[config.mk]
export PLATFORM = sky130hd
export DESIGN_NAME = psg_write_sequencer
export DESIGN_NICKNAME = d
export VERILOG_FILES = /design/src/rtl/psg_write_sequencer.sv
export SDC_FILE = /design/constraint.sdc
export NUM_CORES = 1
export LEC_CHECK = 0
export CORE_MARGIN = 10
export CORE_UTILIZATION = 40
export CTS_CLUSTER_DIAMETER = 80
export CTS_CLUSTER_SIZE = 10
export DETAILED_ROUTE_END_ITERATION = 12
export RECOVER_POWER = 50
export SKIP_LAST_GASP = 1
export SLEW_MARGIN = 20
export SYNTH_ARGS = -nofsm -noshare
export SYNTH_HDL_FRONTEND = slang
export SYNTH_SLANG_ARGS = --single-unit
[constraint.sdc]
create_clock -name clk -period 5.41 [get_ports clk]
set_clock_uncertainty 0.15 [all_clocks]
set_input_delay 1.3525 -clock clk [delete_from_list [all_inputs] [get_ports clk]]
set_output_delay 1.3525 -clock clk [all_outputs]
set_load 0.02 [all_outputs]
[src/rtl/psg_write_sequencer.sv]
// psg_write_sequencer: a FIFO of 16-bit commands drained into timed PSG register
// writes, waits and marker pulses, so note sequences play without host timing.
module psg_write_sequencer #(
   parameter int DEPTH    = 16,
   parameter int TICK_DIV = 256
) (
   input  logic                     clk,
   input  logic                     rst,
   input  logic [15:0]              cmd_data,
   input  logic                     cmd_valid,
   output logic                     cmd_ready,
   input  logic                     enable,
   input  logic                     flush,
   output logic [7:0]               data,
   output logic [3:0]               address,
   output logic                     wr,
   output logic                     marker,
   output logic [7:0]               marker_id,
   output logic                     busy,
   output logic [$clog2(DEPTH):0]   fifo_count
);

   localparam int AW = $clog2(DEPTH);
   localparam int PW = (TICK_DIV > 1) ? $clog2(TICK_DIV) : 1;
   localparam logic [PW-1:0] PRE_RELOAD = PW'(TICK_DIV - 1);
   localparam logic [AW:0]   FULL_COUNT = (AW + 1)'(DEPTH);

   typedef enum logic {ST_IDLE, ST_WAIT} state_t;

   // Handshake: a command is pushed on a rising edge where cmd_valid and cmd_ready are
   // both high; cmd_ready is combinational and never depends on cmd_valid.

   state_t          state_q, state_d;
   logic [AW-1:0]   wr_ptr_q, wr_ptr_d;
   logic [AW-1:0]   rd_ptr_q, rd_ptr_d;
   logic [AW:0]     count_q, count_d;
   logic [13:0]     wait_cnt_q, wait_cnt_d;
   logic [PW-1:0]   prescale_q, prescale_d;
   logic            wr_q, wr_d;
   logic            marker_q, marker_d;
   logic [7:0]      data_q, data_d;
   logic [3:0]      address_q, address_d;
   logic [7:0]      marker_id_q, marker_id_d;
   logic [15:0]     mem_q [DEPTH];

   logic            push;
   logic            pop;
   logic [15:0]     head;

   assign cmd_ready = ~rst & ~flush & (count_q != FULL_COUNT);
   assign push      = cmd_valid & cmd_ready;
   // Pops only from a non-empty FIFO as it stood before the edge: no push/pop bypass.
   assign pop       = (state_q == ST_IDLE) & enable & ~flush & (count_q != '0);
   assign head      = mem_q[rd_ptr_q];

   // FIFO pointers and occupancy; flush realigns both pointers so the FIFO is truly empty.
   always_comb begin
      wr_ptr_d = wr_ptr_q;
      rd_ptr_d = rd_ptr_q;
      count_d  = count_q;
      if (flush) begin
         wr_ptr_d = '0;
         rd_ptr_d = '0;
         count_d  = '0;
      end else begin
         if (push) wr_ptr_d = wr_ptr_q + AW'(1);
         if (pop)  rd_ptr_d = rd_ptr_q + AW'(1);
         case ({push, pop})
            2'b10:   count_d = count_q + (AW + 1)'(1);
            2'b01:   count_d = count_q - (AW + 1)'(1);
            default: count_d = count_q;
         endcase
      end
   end

   // Next-state and command decode: IDLE pops and executes, WAIT counts ticks of TICK_DIV cycles.
   always_comb begin
      state_d     = state_q;
      wait_cnt_d  = wait_cnt_q;
      prescale_d  = prescale_q;
      wr_d        = 1'b0;
      marker_d    = 1'b0;
      data_d      = data_q;
      address_d   = address_q;
      marker_id_d = marker_id_q;
      if (flush) begin
         state_d = ST_IDLE;
      end else begin
         case (state_q)
            ST_IDLE: begin
               if (pop) begin
                  case (head[15:14])
                     2'b00: begin
                        wr_d      = 1'b1;
                        address_d = head[11:8];
                        data_d    = head[7:0];
                     end
                     2'b01: begin
                        if (head[13:0] != '0) begin
                           wait_cnt_d = head[13:0];
                           prescale_d = PRE_RELOAD;
                           state_d    = ST_WAIT;
                        end
                     end
                     2'b10: begin
                        marker_d    = 1'b1;
                        marker_id_d = head[7:0];
                     end
                     default: ;
                  endcase
               end
            end
            ST_WAIT: begin
               if (prescale_q == '0) begin
                  if (wait_cnt_q == 14'd1) begin
                     state_d = ST_IDLE;
                  end else begin
                     wait_cnt_d = wait_cnt_q - 14'd1;
                     prescale_d = PRE_RELOAD;
                  end
               end else begin
                  prescale_d = prescale_q - PW'(1);
               end
            end
            default: state_d = ST_IDLE;
         endcase
      end
   end

   // State and output registers with asynchronous reset.
   always_ff @(posedge clk or posedge rst) begin
      if (rst) begin
         state_q     <= ST_IDLE;
         wr_ptr_q    <= '0;
         rd_ptr_q    <= '0;
         count_q     <= '0;
         wait_cnt_q  <= '0;
         prescale_q  <= '0;
         wr_q        <= 1'b0;
         marker_q    <= 1'b0;
         data_q      <= '0;
         address_q   <= '0;
         marker_id_q <= '0;
      end else begin
         state_q     <= state_d;
         wr_ptr_q    <= wr_ptr_d;
         rd_ptr_q    <= rd_ptr_d;
         count_q     <= count_d;
         wait_cnt_q  <= wait_cnt_d;
         prescale_q  <= prescale_d;
         wr_q        <= wr_d;
         marker_q    <= marker_d;
         data_q      <= data_d;
         address_q   <= address_d;
         marker_id_q <= marker_id_d;
      end
   end

   // Command storage; contents need no reset because occupancy gates every read.
   always_ff @(posedge clk) begin
      if (push) mem_q[wr_ptr_q] <= cmd_data;
   end

   assign data       = data_q;
   assign address    = address_q;
   assign wr         = wr_q;
   assign marker     = marker_q;
   assign marker_id  = marker_id_q;
   assign busy       = (state_q == ST_WAIT) | (count_q != '0);
   assign fifo_count = count_q;

endmodule

# Word-level counts from Yosys, hierarchy flattened
# Memories as Yosys holds them, arrays and structs flattened.
# Index checks and enable logic that the tools add are counted.
# Widths: inputs -> output; s select.
[op_classes]
n_addsub = 6
n_eq_ne = 12
mux = 35
n_bitwise = 10
reduce_logical = 11
[op_table]
columns = ["cell", "n"]
rows = [
  ["$mux 14", 5],
  ["$mux 8", 5],
  ["$pmux 14 s2", 1],
  ["$mux 1", 16],
  ["$mux 4", 4],
  ["$pmux 8 s2", 1],
  ["$eq 14x1->1 const B", 1],
  ["$reduce_bool 14->1", 1],
  ["$sub 14x1->14 const B", 1],
  ["$pmux 5 s2", 1],
  ["$add 4x1->4 const B", 2],
  ["$logic_not 8->1", 1],
  ["$reduce_and 4->1", 2],
  ["$sub 8x1->8 const B", 1],
  ["$and 1x1->1", 6],
  ["$ne 2x1->1 const B", 3],
  ["$reduce_and 6->1", 1],
  ["$add 5x1->5 const B", 1],
  ["$mux 5", 1],
  ["$ne 5x5->1 const B", 1],
  ["$reduce_and 5->1", 1],
  ["$reduce_bool 5->1", 1],
  ["$sub 5x1->5 const B", 1],
  ["$eq 2x1->1 const B", 2],
  ["other kinds (9)", 14],
]
[word_totals]
register_bits = 58
ram_bits = 256
inputBits = 21
out_inout_bits = 29
word_cells = 86
memories = 1
[memory_table]
columns = ["name", "depth", "width", "read_ports", "rd_ports_with_merged_regs", "wr", "line_no", "text"]
rows = [
  ["mem_q", 16, 16, 1, 0, 1, "44", "logic [15:0] mem_q [DEPTH];"],
]

# Longest topological paths before layout
# Gate-level depths: netlist of run 1.
[depth]
word_depth = 7
ltp_mapped = 14

# Worst setup path before layout of run 1
# OpenSTA, ideal clock, no wires.
[synth_path]
path_kind = "input to register"
from = "input rst"
to = "register count_q[4] (netlist: fifo_count[4])"
setup_ns = 0.124
t_arrival_ns = 3.512
required_ns = 5.136
slack_ns = 1.625
path_stages = 11
path_cell_list = "a2111oi_0 > nor2_1 > xor2_1 > ha_1 > nor2_1 > nor3_1 > o221a_2 > nor2_1 > mux2i_1 > nor2_1 > a211o_1"
[synth_via]
elab_chain_len = 7
word_cells_on_any_way = 9
classes_between = "eq/ne: 2; mux: 2; bitwise: 4; reduce/logical: 1"
[synth_rtl]
columns = ["item", "line_no", "text"]
rows = [
  ["start: declaration", "8", "input logic rst,"],
  ["$not 1->1 (*)", "50", "assign cmd_ready = ~rst & ~flush & (count_q != FULL_COUNT);"],
  ["$and 1x1->1 (*) (2 in series)", "50", ""],
  ["$and 1x1->1 (*)", "51", "assign push = cmd_valid & cmd_ready;"],
  ["$eq 2x1->1 or $eq 2x2->1 (tied branches)", "68", "case ({push, pop})"],
  ["$pmux 5 s2", "68", ""],
  ["$mux 5", "61", "if (flush) begin"],
  ["end signal: assignment", "148", "count_q <= count_d;"],
  ["end: declaration", "36", "logic [AW:0] count_q, count_d;"],
]
# Every way passes the cells marked *; elsewhere a longest branch is shown, timed or not.
# A chain may end at the register's enable or synchronous reset.

# Worst setup path after layout of run 1
[layout_path]
from = "input flush"
to = "register count_q[4] (netlist: fifo_count[4])"
[layout_via]
elab_chain_len = 7
word_cells_on_any_way = 11
classes_between = "eq/ne: 2; mux: 2; bitwise: 6; reduce/logical: 1"
[layout_rtl]
columns = ["item", "line_no", "text"]
rows = [
  ["start: declaration", "13", "input logic flush,"],
  ["$not 1->1 (no source line)", "n/a", ""],
  ["$and 1x1->1 (2 in series)", "50", ""],
  ["$and 1x1->1", "51", ""],
  ["$eq 2x1->1 or $eq 2x2->1 (tied branches)", "68", ""],
  ["$pmux 5 s2", "68", ""],
  ["$mux 5", "61", ""],
]
# Parallel ways exist; a longest one is shown, timed or not.

==> metrics.yaml, run 1 <==
sta:
  slew_viol_final: 44
  rsz0062_at_grt: "false"
  fmax_mhz: 219.9
  fin_crit_sh_pct: 84.06
  setup_viol: 0
  worst_slew_pin_slew_ps: 1687
  setup_tns_ps: 0
  slew_headroom_pct: -12.60
  post-route-min-period_ps: 4548
  whs_ps: 348.7
  final-hold-violation-count: 0
global_route:
  grt_pass1_wl_mm: 44.12
  grt_pass1_vias: 7039
  antenna_found_initial: 1
  grt_max_degree: 59
  gr-total-overflow: 0
  track_usage_pct: 14.81
synthesis:
  ys.flop_type: "edfxtp_1"
  yosysMostFrequentCell: "edfxtp_1"
  ys_seq_area_share_pct: 70.97
  synth_top_cells_by_area: "edfxtp_1, mux4_2, dfrtp_1"
  ys_ff_latch: 314
  avgSynthCellArea_um2: 17.40
  synth_edf_count: 256
  yosysTopAreaCell: "edfxtp_1"
  synth_top_area_share_pct: 59.70
  syn_nets: 772
  async_flop_share_pct: 18.47
  ys_types: 58
  syn_area_um2: 12880
  yosysWarnings: 0
  syn_inst: 740
  synthTopCellsByCount: "edfxtp_1, mux4_2, dfrtp_1"
die:
  die-area_um2: 39770
  rows: 65
  die_w_um: 199.4
  die_height_um: 199.4
  core_um2: 31640
  ioPinCount: 50
  initial_core_util_pct: 40.70
setup_path:
  slowest_delay_ps: 460
  crit_slowest_cell: "clkdlybuf4s50_1"
  cp-startpoint: "flush"
  worst-path-max-fanout: 14
  cp_top_family: "compound AO/OA/AOI/OAI gates"
  r2r_cells: 11
  critical_path_depth: 14
  path_cells: "clkdlybuf4s50_1, clkbuf_1, nor2_1, o211ai_1, nor2_1, xor2_1, ha_1, nor2_1, nor3_1, o221a_2, nor2_1, nor3_1, a2111oi_0, a211o_1"
  cp_num_buf_inv: 2
  reg2reg_from: "rd_ptr_q[0]"
  cp.required_ps: 5710
  arrival_ps: 4850
  worst_setup_path_end_kind: "register"
  critical_path_class: "input port to register"
  startpoint_type: "input port"
  cp_common_cell: "nor2_1"
clock_network:
  post-cts-setup-buffer-count: 0
  cts_buffer_depth: 3
  cts_inserted_buffers: 37
  cts_resized: 0
  cts_tree: "done"
  htreeDepth: 2
  insertion_delay_ps: 520
  clkSlewWorstSetupHoldPaths_ps: 50
  cts_hold_buf: 0
  cts_num_sinks: 314
  root_buffer: "clkbuf_16"
place:
  gp_congestion: 0.7789
  port_buffers: 49
  dp_hpwl_mm: 17.67
min_path:
  hold_path_depth: 1
  holdCritStartpoint: "data[1]"
  hold_class: "register to register"
drt:
  drt_wl_total_mm: 28.83
  ant_nets: 0
  drt_first_pass_iters: 4
  routedWlPerCell_um: 23.29
  drt-vias-per-instance: 5.604
  drtIter0Drc: 573
  via_count: 6938
  drc_errors: 0
layout:
  syn_to_final_growth_pct: 16.28
  layout-drive-gt1-share_pct: 19.50
  n_antenna_cell: 0
  layout.nets: 855
outcome:
  status: "complete, but fails checks"
  violations: "capacitance limit, slew limit"
power:
  total_power_mw: 6.525
  vdd_drop_max_v: 0.0002616
  p_per_area_nw_per_um2: 435.8
  power.leakage_nw: 5.015
run:
  cap_violations: 1
## worst register-to-register path: stages, from the launching register on
cell      delay, ps
dfrtp_4         760
buf_12          340
buf_4           260
mux4_2          500
nand3_1         120
nand3_1         260
nor2_1          170
and3_1          180
a41o_1          540
buf_4           300
nor4_1           70
a2111o_1        400
## registers in the layout, summed over array words and instances, names as in the netlist
signal      count
address         4
marker          1
wr              1
wr_ptr_q        4
wait_cnt_q     14
marker_id       8
rd_ptr_q        4
data            8
mem_q         256
prescale_q      8
state_q         1
fifo_count      5
## kinds of logic (layout without fill, tap and decap cells)
family          after synthesis  in the layout  synth area share, %
compound gates               96             96                5.490
simple gates                167            167                6.413
xor+xnor                      7              7               0.4761
fa+ha+maj                    11             11                1.069
mux                          89             89                13.53
flops                       314            314                70.97
buf+inv                      56            152                2.050
## layout by cell type, fill, tap and decap left out, types with 2 or more instances in the layout
master           Yosys  routed
mux2_2              21      21
nor2_1              40      40
nor4b_1              3       3
a211o_1              4       4
mux2i_1              2       2
buf_4                5      27
nor2b_1              4       4
and2_1              17      17
xor2_1               6       6
nand2_1             39      39
a2111oi_0            2       2
nor3_2               1       2
dfrtp_1             58      56
and3_1               3       3
o211ai_1             1       2
nor3_1              17      16
ha_1                11      11
a22oi_1             24      24
edfxtp_1           256     256
a211oi_1            10      10
mux4_2              66      66
o21ai_0             11      11
nor4_1               7       7
nand3_1             16      16
inv_1               17      17
clkdlybuf4s50_1      0      26
nand2b_1             4       4
nand4_1              2       2
a22o_1               3       3
buf_12               0       2
o31ai_1              9       9
o22a_1               8       8
clkbuf_1            16      15
clkbuf_16            0      38
dlygate4sd3_1        0      23
or3_1                6       6
a21oi_1             12      12
## report_power, final
part           switching (mW)  internal, mW
logic                   0.704         0.656
registers               0.180          2.80
clock network           0.909          1.28
total                    1.79          4.73
## layer usage
metal / global-route usage (%) / part of all wire [%] / vias up
met1: 20.26 / 44 / 3562
met2: 23.09 / 46 / 210
met5: 0 / 0.059 / -
li1: - / - / 3119
met4: 4.094 / 2.0 / 2
met3: 3.684 / 7.9 / 45
## worst paths after layout
check	end	slack [ps]
min	data[1]	350
max	fifo_count[4]	860
min reg2reg	data[1]	350
max in group asynchronous	wait_cnt_q[13]	1890
min in group asynchronous	fifo_count[3]	1710
max reg2reg	wait_cnt_q[2]	1250
## area by class of cell
class	count	area [µm²]
flip-flops and latches	314	9144
clock buffers	49	992.2
multi-input cells	370	3475
well taps	402	503.0
repair buffers	82	748.2
fillers	2633	16660
clock inverters	3	45.04
inverters	18	67.56
## stage by stage
step / cell area (µm²) / setup WS [ps] / utilization [%] / cells
after global placement: 13960 / 792.9 / 44.14 / 1186
final: 14970 / 862.1 / 47.33 / 1238
after detailed placement: 13960 / 748.7 / 44.14 / 1186
after floorplan: 12880 / 1625 / - / 740
after global routing: 14970 / 431.8 / 47.33 / 1238
after CTS: 15000 / 1045 / 47.42 / 1238
(Power assumes the default switching activity.)
==> run 2: changes to the inputs <==
==> constraint.sdc (replaced) <==
create_clock -name clk -period 4.6 [get_ports clk]
set_clock_uncertainty 0.15 [all_clocks]
set_input_delay 1.15 -clock clk [delete_from_list [all_inputs] [get_ports clk]]
set_output_delay 1.15 -clock clk [all_outputs]
set_load 0.02 [all_outputs]
==> run 2 against run 1 <==
  * The run still ends with capacitance limit, slew limit left
  * First-iteration DRC count is 9.8% higher
  * Largest cell class unchanged
  * Non-clock buffer count is 10 higher
  * Worst hold slack worse by 2.8 ps
==> metrics.yaml, run 2 (synthesized netlist as in run 1, its figures left out) <==
die:
  die_w_um: 199.4  # unchanged
  initial_core_util_pct: 40.70  # unchanged
  die_height_um: 199.4  # unchanged
  ioPinCount: 50  # unchanged
  core_um2: 31640  # unchanged
  die-area_um2: 39770  # unchanged
  rows: 65  # unchanged
layout:
  final_common_cell: "edfxtp_1"
  top_register: "mem_q"
  layout-drive-gt1-share_pct: 20.71  # +1.2 points
  syn_to_final_growth_pct: 17.68
  final_cell_area_um2: 15150  # +1.2%
  layout.nets: 865  # +1.2%
  most-common-layout-cells: "edfxtp_1, mux4_2, dfrtp_1"
  largest_register_ffs: 256  # unchanged
  n_antenna_cell: 0  # unchanged
  reg.largest.list: "mem_q: 256 flops, wait_cnt_q: 14 flops"
place:
  gp_congestion: 0.7735  # -0.69%
  postPlaceCellArea_um2: 14140  # +1.3%
  place_ws_ps: 425.0  # -323.8 ps
  dp_hpwl_mm: 18.74  # +6.1%
  port_buffers: 49  # unchanged
global_route:
  grt_pass1_wl_mm: 44.98  # +2.0%
  grt_max_degree: 40  # -32%
  grt_pass1_vias: 7149  # +1.6%
  track_usage_pct: 15.19  # +0.38 points
  gr-total-overflow: 0  # unchanged
  antenna_found_initial: 0  # -1
power:
  p_per_area_nw_per_um2: 506.5  # +16%
  switching_share_pct: 27.42  # -0.071 points
  vdd_drop_max_v: 0.0002917  # +12%
  total_power_mw: 7.676  # +18%
  p_seq_share_pct: 45.8  # +0.2 points
  p_sw_mw: 2.104  # +17%
  power.clock.fraction_pct: 33.5  # about the same
  combinationalPowerShare_pct: 20.7  # about the same
  internal_power_mw: 5.572  # +18%
  power.leakage_nw: 5.092  # +1.5%
clock_network:
  cts_num_sinks: 314  # unchanged
  cts_inserted_buffers: 37  # unchanged
  root_buffer: "clkbuf_16"
  cts_buffer_depth: 3  # unchanged
  insertion_delay_ps: 520  # about the same
  cts_tree: "done"
  clkSlewWorstSetupHoldPaths_ps: 50  # about the same
  cts_resized: 0  # unchanged
  htreeDepth: 2  # unchanged
  post-cts-setup-buffer-count: 0  # unchanged
  cts_hold_buf: 0  # unchanged
drt:
  drt_wl_total_mm: 29.56  # +2.5%
  drt-vias-per-instance: 5.664  # +1.1%
  drtIter0Drc: 629  # +9.8%
  ant_nets: 0  # unchanged
  drc_errors: 0  # unchanged
  drt_first_pass_iters: 5  # +1
  via_count: 7063  # +1.8%
  routedWlPerCell_um: 23.71  # +1.8%
setup_path:
  worst-path-max-fanout: 4  # -10
  startpoint_type: "input port"
  r2r_slack_ps: 870  # -380 ps
  worst_setup_path_end_kind: "output pin"
  worst_r2r_endpoint: "wait_cnt_q[2]"
  r2r_cells: 10  # -1
  reg2reg_from: "rd_ptr_q[0]"
  cp-endpoint: "cmd_ready"
  cp-startpoint: "flush"
  arrival_ps: 2670  # -2180 ps
  cp.required_ps: 3300  # -2410 ps
  critical_path_class: "input port to output pin"
sta:
  final-hold-violation-count: 0  # unchanged
  slew_viol_final: 32  # -27%
  worst_slew_pin_slew_ps: 1624  # -63.13 ps
  rsz0062_at_grt: "false"
  fin_crit_sh_pct: 86.34
  slew_headroom_pct: -8.269  # +4.3 points
  post-route-min-period_ps: 3972
  fmax_mhz: 251.8
  setup_tns_ps: 0  # unchanged
  setup_viol: 0  # unchanged
  setup_ws_ps: 628.1  # -234.0 ps
  whs_ps: 345.9  # -2.805 ps
min_path:
  hold_class: "register to register"
run:
  cap_violations: 1  # unchanged
outcome:
  violations: "capacitance limit, slew limit"
  status: "complete, but fails checks"
## run 2: worst min-delay path by stage
stage              startpoint             end  depth (start not counted)
3_5_place_dp     marker_id[7]    marker_id[7]                          1
5_1_grt               data[7]         data[7]                          1
3_3_place_gp   wait_cnt_q[11]  wait_cnt_q[11]                          1
4_1_cts          marker_id[2]    marker_id[2]                          1
2_1_floorplan  wait_cnt_q[10]  wait_cnt_q[10]                          2
6_report              data[7]         data[7]                          1
## run 2: critical path, stage by stage
cell and delay, ps:
dlygate4sd3_1 610, a211oi_1 250, clkdlybuf4s50_1 660
## run 2: cell type report
cell class	instances	area, µm²
clock buffers	48	988.4
clock inverters	3	45.04
fillers	2684	16480
inverters	18	67.56
multi-input cells	370	3480
flip-flops and latches	314	9144
well taps	402	503.0
repair buffers	92	927.1
## run 2: power groups by stage
stage               sequential [mW]  clock [mW]  combinational (mW)
floorplan                      3.61           0               0.996
global placement               3.58           0                1.61
detailed placement             3.58           0                1.63
CTS                            3.53        2.63                1.63
global route                   3.56        2.75                1.73
finish                         3.52        2.57                1.59
## run 2: layer usage
layer / vias to the layer above / share of wire [%] / wire length, µm / GRT usage (%)
met5: - / 0 / 0 / 0
met2: 240 / 46 / 13730 / 23.57
met4: 0 / 2.4 / 713 / 4.851
li1: 3132 / - / - / -
met1: 3646 / 44 / 13040 / 20.97
met3: 45 / 7.0 / 2074 / 3.213
## run 2: stage by stage
stage	utilization [%]	std cells
3_5_place_dp	44.69	1196
4_1_cts	47.96	1247
2_1_floorplan	-	740
5_1_grt	47.90	1247
3_3_place_gp	44.69	1196
6_report	47.90	1247
